`src/rtl/ram_frame_capture.sv`:
```
// Pre/post-trigger capture controller for a 1024x8 SDP RAM with 1-clock registered read.
// Fills a circular buffer until trigger, then replays the frame over valid/ready.
module ram_frame_capture #(
  parameter int unsigned ADDR_WIDTH = 10,
  parameter int unsigned DATA_WIDTH = 8,
  parameter int unsigned PRE_TRIG   = 256,
  parameter int unsigned RD_LATENCY = 1
) (
  input  logic                  clk,
  input  logic                  rst_n,
  input  logic                  arm,
  input  logic [DATA_WIDTH-1:0] din,
  input  logic                  din_valid,
  input  logic                  trig,
  output logic [DATA_WIDTH-1:0] ram_wr_data,
  output logic [ADDR_WIDTH-1:0] ram_wr_addr,
  output logic                  ram_wr_en,
  output logic [ADDR_WIDTH-1:0] ram_rd_addr,
  input  logic [DATA_WIDTH-1:0] ram_rd_data,
  output logic [DATA_WIDTH-1:0] dout,
  output logic                  dout_valid,
  input  logic                  dout_ready,
  output logic                  dout_last,
  output logic                  busy,
  output logic [ADDR_WIDTH-1:0] trig_addr
);

  localparam int unsigned DEPTH    = 1 << ADDR_WIDTH;
  localparam int unsigned POST_LEN = DEPTH - PRE_TRIG;
  localparam int unsigned SKID     = RD_LATENCY + 1;
  localparam logic [ADDR_WIDTH-1:0] PRE_A   = ADDR_WIDTH'(PRE_TRIG);
  localparam logic [ADDR_WIDTH-1:0] PRE_M1  = ADDR_WIDTH'(PRE_TRIG - 1);
  localparam logic [ADDR_WIDTH-1:0] POST_M1 = ADDR_WIDTH'(POST_LEN - 1);

  typedef enum logic [2:0] {
    S_IDLE,
    S_PRE_FILL,
    S_WAIT_TRIG,
    S_POST_FILL,
    S_READOUT
  } state_t;

  state_t                r_state;
  state_t                w_state_nx;
  logic [ADDR_WIDTH-1:0] r_wptr;
  logic [ADDR_WIDTH-1:0] r_rptr;
  logic [ADDR_WIDTH-1:0] r_trig_addr;
  logic [ADDR_WIDTH-1:0] r_pre_cnt;
  logic [ADDR_WIDTH-1:0] r_post_cnt;
  logic                  r_busy;
  logic [ADDR_WIDTH:0]   r_iss;
  logic                  r_inflight;
  logic [DATA_WIDTH-1:0] r_fifo [2];
  logic                  r_head;
  logic                  r_tail;
  logic [1:0]            r_cnt;
  logic [ADDR_WIDTH-1:0] r_out_cnt;

  logic                  w_fill;
  logic                  w_wr;
  logic                  w_trig_hit;
  logic                  w_post_done;
  logic                  w_pop;
  logic                  w_issue;
  logic [2:0]            w_pend;

  assign w_fill      = (r_state == S_PRE_FILL) || (r_state == S_WAIT_TRIG) ||
                       (r_state == S_POST_FILL);
  assign w_wr        = din_valid & w_fill;
  assign w_trig_hit  = (r_state == S_WAIT_TRIG) & w_wr & trig;
  assign w_post_done = (r_state == S_POST_FILL) & w_wr & (r_post_cnt == POST_M1);
  assign w_pop       = (r_cnt != 2'd0) & dout_ready;
  assign w_pend      = 3'(r_cnt) + 3'(r_inflight);
  // Counting this cycle's pop as free space keeps 1 sample/clk with only two skid entries.
  assign w_issue     = (r_state == S_READOUT) & ~r_iss[ADDR_WIDTH] &
                       (w_pend < (3'(SKID) + 3'(w_pop)));

  always_comb begin
    w_state_nx = r_state;
    case (r_state)
      S_IDLE:      if (arm) w_state_nx = S_PRE_FILL;
      S_PRE_FILL:  if (w_wr && (r_pre_cnt == PRE_M1)) w_state_nx = S_WAIT_TRIG;
      S_WAIT_TRIG: if (w_trig_hit) w_state_nx = (POST_LEN == 1) ? S_READOUT : S_POST_FILL;
      S_POST_FILL: if (w_post_done) w_state_nx = S_READOUT;
      S_READOUT:   if (w_pop && (r_out_cnt == '1)) w_state_nx = S_IDLE;
      default:     w_state_nx = S_IDLE;
    endcase
  end

  always_ff @(posedge clk or negedge rst_n) begin
    if (!rst_n) begin
      r_state <= S_IDLE;
      r_busy  <= 1'b0;
    end else begin
      r_state <= w_state_nx;
      r_busy  <= (w_state_nx != S_IDLE);
    end
  end

  // Write side: pointer, fill counters, trigger capture.
  always_ff @(posedge clk or negedge rst_n) begin
    if (!rst_n) begin
      r_wptr      <= '0;
      r_pre_cnt   <= '0;
      r_post_cnt  <= '0;
      r_trig_addr <= '0;
    end else begin
      if ((r_state == S_IDLE) && arm) begin
        r_wptr     <= '0;
        r_pre_cnt  <= '0;
        r_post_cnt <= '0;
      end else if (w_wr) begin
        r_wptr <= r_wptr + ADDR_WIDTH'(1);
      end
      if ((r_state == S_PRE_FILL) && w_wr) r_pre_cnt <= r_pre_cnt + ADDR_WIDTH'(1);
      if (w_trig_hit) begin
        r_trig_addr <= r_wptr;
        r_post_cnt  <= ADDR_WIDTH'(1);
      end else if ((r_state == S_POST_FILL) && w_wr) begin
        r_post_cnt <= r_post_cnt + ADDR_WIDTH'(1);
      end
    end
  end

  always_ff @(posedge clk or negedge rst_n) begin
    if (!rst_n) begin
      r_rptr <= '0;
    end else if (w_trig_hit && (POST_LEN == 1)) begin
      r_rptr <= r_wptr - PRE_A;
    end else if (w_post_done) begin
      r_rptr <= r_trig_addr - PRE_A;
    end else if (w_issue) begin
      r_rptr <= r_rptr + ADDR_WIDTH'(1);
    end
  end

  // Read side: issue counter, in-flight flag, 2-entry skid FIFO.
  always_ff @(posedge clk or negedge rst_n) begin
    if (!rst_n) begin
      r_iss      <= '0;
      r_inflight <= 1'b0;
      r_fifo     <= '{default: '0};
      r_head     <= 1'b0;
      r_tail     <= 1'b0;
      r_cnt      <= '0;
      r_out_cnt  <= '0;
    end else if (r_state != S_READOUT) begin
      r_iss      <= '0;
      r_inflight <= 1'b0;
      r_head     <= 1'b0;
      r_tail     <= 1'b0;
      r_cnt      <= '0;
      r_out_cnt  <= '0;
    end else begin
      if (w_issue) r_iss <= r_iss + (ADDR_WIDTH + 1)'(1);
      r_inflight <= w_issue;
      if (r_inflight) begin
        r_fifo[r_tail] <= ram_rd_data;
        r_tail         <= ~r_tail;
      end
      if (w_pop) begin
        r_head    <= ~r_head;
        r_out_cnt <= r_out_cnt + ADDR_WIDTH'(1);
      end
      r_cnt <= r_cnt + 2'(r_inflight) - 2'(w_pop);
    end
  end

  assign ram_wr_data = din;
  assign ram_wr_addr = r_wptr;
  assign ram_wr_en   = w_wr;
  assign ram_rd_addr = r_rptr;
  assign dout        = r_fifo[r_head];
  assign dout_valid  = (r_cnt != 2'd0);
  assign dout_last   = (r_cnt != 2'd0) & (r_out_cnt == '1);
  assign busy        = r_busy;
  assign trig_addr   = r_trig_addr;

endmodule

```
`config.mk`:
```
export PLATFORM = sky130hd
export DESIGN_NAME = ram_frame_capture
export DESIGN_NICKNAME = d
export VERILOG_FILES = /design/src/rtl/ram_frame_capture.sv
export SDC_FILE = /design/constraint.sdc
export NUM_CORES = 1
export LEC_CHECK = 0
export ABC_AREA = 1
export CORE_MARGIN = 2
export CORE_UTILIZATION = 24
export CTS_CLUSTER_DIAMETER = 100
export DETAILED_ROUTE_END_ITERATION = 7
export DONT_BUFFER_PORTS = 1
export PLACE_DENSITY = 0.37
export SETUP_SLACK_MARGIN = 0.15
export SYNTH_ARGS = -nofsm -noshare
export SYNTH_HDL_FRONTEND = slang
export SYNTH_SLANG_ARGS = --single-unit
```
`constraint.sdc`:
```
create_clock -name clk -period 4.53 [get_ports clk]
set_input_delay 0.906 -clock clk [delete_from_list [all_inputs] [get_ports clk]]
set_output_delay 0.906 -clock clk [all_outputs]
set_load 0.02 [all_outputs]
```
==> results.yml, run 1 <==
pwr:
  p_leak_nw: 2.67
  power_density_nw_per_um2: 484
  p_total_mw: 2.67
  irDropWorstVdd_mv: 0.164
die:
  dieArea_um2: 22200
  num_io_pins: 72
  fp-row-count: 53
  die-width_um: 149
  initial_utilization: 0.242
  dieHeight_um: 149
  core_area_um2: 20800
timing:
  setup_viol: 0
  fin_ws_ns: 1.92
  period_share: 0.575
  timing.fmax_mhz: 384
  worstMarginPinSlew_ns: 0.672
  rsz0062_at_grt: "false"
  slew_violations: 0
  relSlewSlack: 0.551
  fin_setup_tns_ns: 0
  fin_crit_ns: 2.61
  holdWs_ns: 0.252
  hold_violations: 0
  worst_clock_skew_ns: 0.0107
layout:
  area_growth_pct: 9.58
  final_area_um2: 5520
  final_cell_count_no_fill: 915
  layout_common_cells: "176 x nand2_1, 96 x dfrtp_1, 75 x inv_1"
  fin_nets: 667
  final_core_util: 0.265
  final_common_cell: "nand2_1"
  n_antenna_cell: 0
  drive_above_1_share: 0.0453
synth:
  syn_nets: 676
  yosys_warnings: 0
  synthArstFlopShare: 1.00
  avgSynthCellArea_um2: 7.83
  syn_area_um2: 5040
  synth_seq_cells: 96
  synth-seq-area-share: 0.477
  synth-main-ff-cell: "dfrtp_1"
  netlist-cell-type-count: 39
  synth-edff-count: 0
  synth_cells: 644
global_routing:
  grt_pass1_vias: 3904
  grt_start_max_net_pins: 97
  grt_remaining_overflow: 0
  antenna_found_initial: 0
  grt_first_pass_wirelength_um: 20500
  grt_use_total: 0.117
drt:
  drc: 0
  avgRoutedWirePerCell_um: 13.6
  drt_first_pass_iters: 6
  antenna_left: 0
  vias: 4028
  finalWirelength_um: 12400
  viasPerCell: 4.40
  drt-initial-drc-count: 241
worst_setup_path:
  timing.rr.end: "r_iss[2]$_DFFE_PN0P_"
  worstSetupPathType: "reg -> out"
  reg2reg_depth: 8
  timing.rr.start: "r_cnt[1]$_DFF_PN0_"
  crit_fanout: 3
  worst-endpoint-required_ns: 3.62
  regToRegSetupSlack_ns: 2.31
  crit_path_start_kind: "register"
  critPathArrivalTime_ns: 1.70
  cp-end-kind: "primary output"
placement:
  dp_slack_ns: 2.15
  hpwl_um: 8850
  gp_congestion: 0.726
  portBuffers: 0
  dpl.cell_count: 899
  dpl-instance-area_um2: 5260
outcome:
  status: "complete, no violations"
clock_network:
  clk_path_buf_depth: 2
  path_clk_slew_ns: 0.07
  cts_tree: "yes"
  clk_latency_ns: 0.35
  cts_resized: 0
  postCtsSetupBuffers: 0
  clock_sinks: 96
  h-tree-depth: 3
  cts_made_buffers: 9
  postCtsHoldBufs: 0
  clockRootBuffer: "clkbuf_16"
run:
  cap_violations: 0
min_path:
  hold_class: "in -> async"
per-layer routing:
metal / vias up / wire length (um) / track usage
met1: 1888 / 5980 / 0.156
met3: 13 / 517 / 0.0254
met2: 64 / 5730 / 0.183
li1: 2063 / - / -
met4: 0 / 178 / 0.0495
met5: - / 0 / 0
critical path, cell delays in order, from the launching register on:
cell and delay (ns):
dfrtp_1 0.39, ha_1 0.19, inv_1 0.06, nor2_1 0.09, nand3b_1 0.11, a21oi_1 0.52
area by class of cell:
class / count / area [um2]
Inverter: 78 / 295
Multi-Input combinational cell: 450 / 2220
Sequential cell: 96 / 2400
Clock buffer: 12 / 246
Tap cell: 275 / 344
Fill cell: 2309 / 15300
Clock inverter: 4 / 20.0
worst max path at each step:
stage / start / end / slack, ns
6_report: r_out_cnt[0]$_DFFE_PN0P_ / dout_last / 1.92
3_5_place_dp: dout_ready / r_iss[9]$_DFFE_PN0P_ / 2.15
3_3_place_gp: din_valid / ram_wr_en / 2.19
5_1_grt: r_out_cnt[0]$_DFFE_PN0P_ / dout_last / 1.83
2_1_floorplan: din_valid / ram_wr_en / 2.25
4_1_cts: r_out_cnt[0]$_DFFE_PN0P_ / dout_last / 1.92
sequential cells by signal, indices dropped and copies added, names as in the netlist, 2 cells and up:
signal,cells
ram_wr_addr,10
r_cnt,2
ram_rd_addr,10
r_iss,11
trig_addr,10
r_state,3
r_out_cnt,10
r_post_cnt,10
r_fifo,16
r_pre_cnt,10
cell usage after synthesis (2+ instances only):
| cell | number | area share |
|---|---|---|
| nor2_4 | 2 | 0.0045 |
| clkbuf_1 | 3 | 0.0022 |
| nand4_1 | 9 | 0.011 |
| nand3_1 | 70 | 0.069 |
| nand2_2 | 4 | 0.0050 |
| o22ai_1 | 3 | 0.0037 |
| nand3b_1 | 2 | 0.0030 |
| xor2_1 | 13 | 0.023 |
| dfrtp_1 | 96 | 0.48 |
| ha_1 | 10 | 0.025 |
| nor2_1 | 50 | 0.037 |
| buf_2 | 5 | 0.0050 |
| a21oi_1 | 18 | 0.018 |
| buf_4 | 10 | 0.015 |
| xnor2_1 | 4 | 0.0069 |
| nor2_2 | 2 | 0.0025 |
| o211ai_1 | 5 | 0.0074 |
| nor3_1 | 16 | 0.016 |
| nand2_1 | 176 | 0.13 |
| inv_1 | 75 | 0.056 |
| o21ai_0 | 53 | 0.053 |
power by group:
part           internal [mW]  switching [mW]  total (mW)  leakage [nW]
registers               1.04           0.219        1.26          1.18
logic                  0.226           0.466       0.693          1.35
clock network          0.385           0.333       0.718         0.136
cells by family (layout without fill, tap and decap cells):
kind of cell	count (synthesis)	count (layout)	share of synthesized area
adders and majority gates	10	10	0.0248
DFF	96	96	0.477
xor gates and xnor gates	17	17	0.0295
buffers and inverters	98	94	0.0839
and+or+nand+nor	338	338	0.295
AOI/OAI and AO/OA	85	85	0.0901
No activity file was read; power rests on OpenSTA's default activity.
==> inputs of run 2 (changes only) <==
==> constraint.sdc (replaced) <==
create_clock -name clk -period 2.7 [get_ports clk]
set_input_delay 0.54 -clock clk [delete_from_list [all_inputs] [get_ports clk]]
set_output_delay 0.54 -clock clk [all_outputs]
set_load 0.02 [all_outputs]
==> run 2 against run 1 <==
Against the previous run:
- hold slack got worse by 0.37 ns
- die area unchanged
- total power grew 77%
- the flow now finishes with violations (hold timing)
- clock skew down 0.0032 ns
- clock-buffer cell count is 1 lower
- worst setup slack worse by 1.4 ns
- sequential share of layout area fell by 0.56 points
- combinational power increased by 67%
- register-to-register slack worse by 1.7 ns
- global-route usage grew 0.15 points
==> results.yml, run 2 (same netlist as run 1, synthesis figures left out) <==
pwr:
  p_sw_frac: 0.366
  power_density_nw_per_um2: 843
  p_leak_nw: 2.71
  internal_power_mw: 2.99
  comb_power_share: 0.247
  pwr-share-clk: 0.304
  seqPwrFrac: 0.450
  irDropWorstVdd_mv: 0.375
  power_switching_mw: 1.73
die:
  dieHeight_um: 149
  num_io_pins: 72
  dieArea_um2: 22200
  core_area_um2: 20800
  fp-row-count: 53
  initial_utilization: 0.242
  die-width_um: 149
clock_network:
  clk_latency_ns: 0.35
  clk_path_buf_depth: 2
  cts_tree: "yes"
  h-tree-depth: 3
  path_clk_slew_ns: 0.07
  clockRootBuffer: "clkbuf_16"
  cts_made_buffers: 9
  clock_sinks: 96
placement:
  gp_congestion: 0.740
  portBuffers: 0
  hpwl_um: 8980
  dpl.cell_count: 900
outcome:
  status: "finished with violations"
  violations: "hold timing"
drt:
  finalWirelength_um: 12400
  avgRoutedWirePerCell_um: 13.5
  drc: 0
  drt-initial-drc-count: 183
  vias: 3974
  antenna_left: 0
  viasPerCell: 4.34
  drt_first_pass_iters: 4
worst_setup_path:
  worst-endpoint-required_ns: 2.16
  critPathTopFamily: "compound AO/OA/AOI/OAI gates"
  critPathArrivalTime_ns: 1.64
  crit_path_start_kind: "register"
  timing.rr.end: "r_iss[2]$_DFFE_PN0P_"
  cp-endpoint: "dout_last"
  critPathMaxStageDelay_ns: 0.43
  timing.rr.start: "r_cnt[1]$_DFF_PN0_"
  cp.depth: 5
  crit_fanout: 3
  worstSetupPathType: "reg -> out"
  cp-end-kind: "primary output"
  reg2reg_depth: 8
  setup.worst_path.start: "r_out_cnt[0]$_DFFE_PN0P_"
  cpMaxStageDelayCell: "a21oi_1"
  crit_buf_inv: 1
  regToRegSetupSlack_ns: 0.58
  crit_chain: "ha_1 > inv_1 > nor2_1 > nand3b_1 > a21oi_1"
global_routing:
  grt_use_total: 0.118
  grt_pass1_vias: 3876
  grt_first_pass_wirelength_um: 20500
  grt_remaining_overflow: 0
  grt_start_max_net_pins: 97
  antenna_found_initial: 0
timing:
  timing.fmax_mhz: 459
  slew_violations: 0
  hold_violations: 96
  relSlewSlack: 0.631
  worstMarginPinSlew_ns: 0.553
  holdWs_ns: -0.118
  period_share: 0.807
  rsz0062_at_grt: "false"
  setup_viol: 0
  fin_setup_tns_ns: 0
  fin_crit_ns: 2.18
  worst_clock_skew_ns: 0.00749
layout:
  final_common_cell: "nand2_1"
  fin_nets: 668
  regMostFlops: "r_fifo"
  area_growth_pct: 11.0
  largest_reg_flops: 16
  final_cell_count_no_fill: 916
  drive_above_1_share: 0.0499
  layout_common_cells: "176 x nand2_1, 96 x dfrtp_1, 75 x inv_1"
  n_antenna_cell: 0
  top_regs: "r_fifo (16), r_iss (11)"
min_path:
  hold_class: "in -> async"
run:
  cap_violations: 0
run 2: changes by cell type in the layout (fill, tap and decap cells not counted):
cell,before,now
clkbuf_1,2,0
bufinv_16,0,2
clkinv_4,0,1
buf_4,0,1
clkbuf_8,1,2
clkinv_2,4,2
run 2: layer usage:
layer	track usage	routed length, um
met1	0.150	5750
met2	0.187	5760
met3	0.0370	659
met4	0.0476	237
met5	0	0
run 2: stage by stage:
stage / power (mW) / utilization / instance area (um2) / setup WS [ns]
finish: 4.72 / 0.269 / 5600 / 0.522
CTS: 4.83 / 0.269 / 5600 / 0.457
global route: 5.10 / 0.269 / 5600 / 0.312
global placement: 3.33 / 0.253 / 5270 / 0.614
floorplan: 3.08 / - / 5040 / 1.06
detailed placement: 3.35 / 0.253 / 5270 / 0.538
run 2: timing repair:
| item | in CTS | in global routing |
|---|---|---|
| setup buffers | 0 | 0 |
| gates resized for setup | 0 | 0 |
| endpoints found under the hold margin | 96 | 96 |
run 2: final cells by class:
| class | count | area [um2] |
|---|---|---|
| Fill cell | 2283 | 15200 |
| Sequential cell | 96 | 2400 |
| Multi-Input combinational cell | 450 | 2220 |
| Tap cell | 275 | 344 |
| Inverter | 78 | 295 |
| Clock buffer | 11 | 253 |
| Clock inverter | 5 | 78.8 |
| Timing Repair Buffer | 1 | 7.51 |
run 2: worst min path at each step:
stage | from | end
after CTS | rst_n | r_iss[9]$_DFFE_PN0P_
after global routing | rst_n | r_iss[4]$_DFFE_PN0P_
after detailed placement | rst_n | r_iss[5]$_DFFE_PN0P_
final | rst_n | r_iss[4]$_DFFE_PN0P_
after floorplan | rst_n | busy$_DFF_PN0_
after global placement | rst_n | r_iss[9]$_DFFE_PN0P_
run 2: power by group through the flow:
stage	clock network, mW	registers [mW]	logic, mW
after floorplan	0	2.04	1.04
after global placement	0	2.15	1.18
after detailed placement	0	2.15	1.20
after CTS	1.49	2.13	1.20
after global routing	1.56	2.18	1.36
final	1.43	2.12	1.16
run 2: worst register-to-register path, delay by kind of cell (launching register included):
family | cells | cell delay (ns)
and+or+nand+nor | 4 | 0.84
AOI/OAI and AO/OA | 2 | 0.41
DFF | 1 | 0.39
buffers and inverters | 2 | 0.39
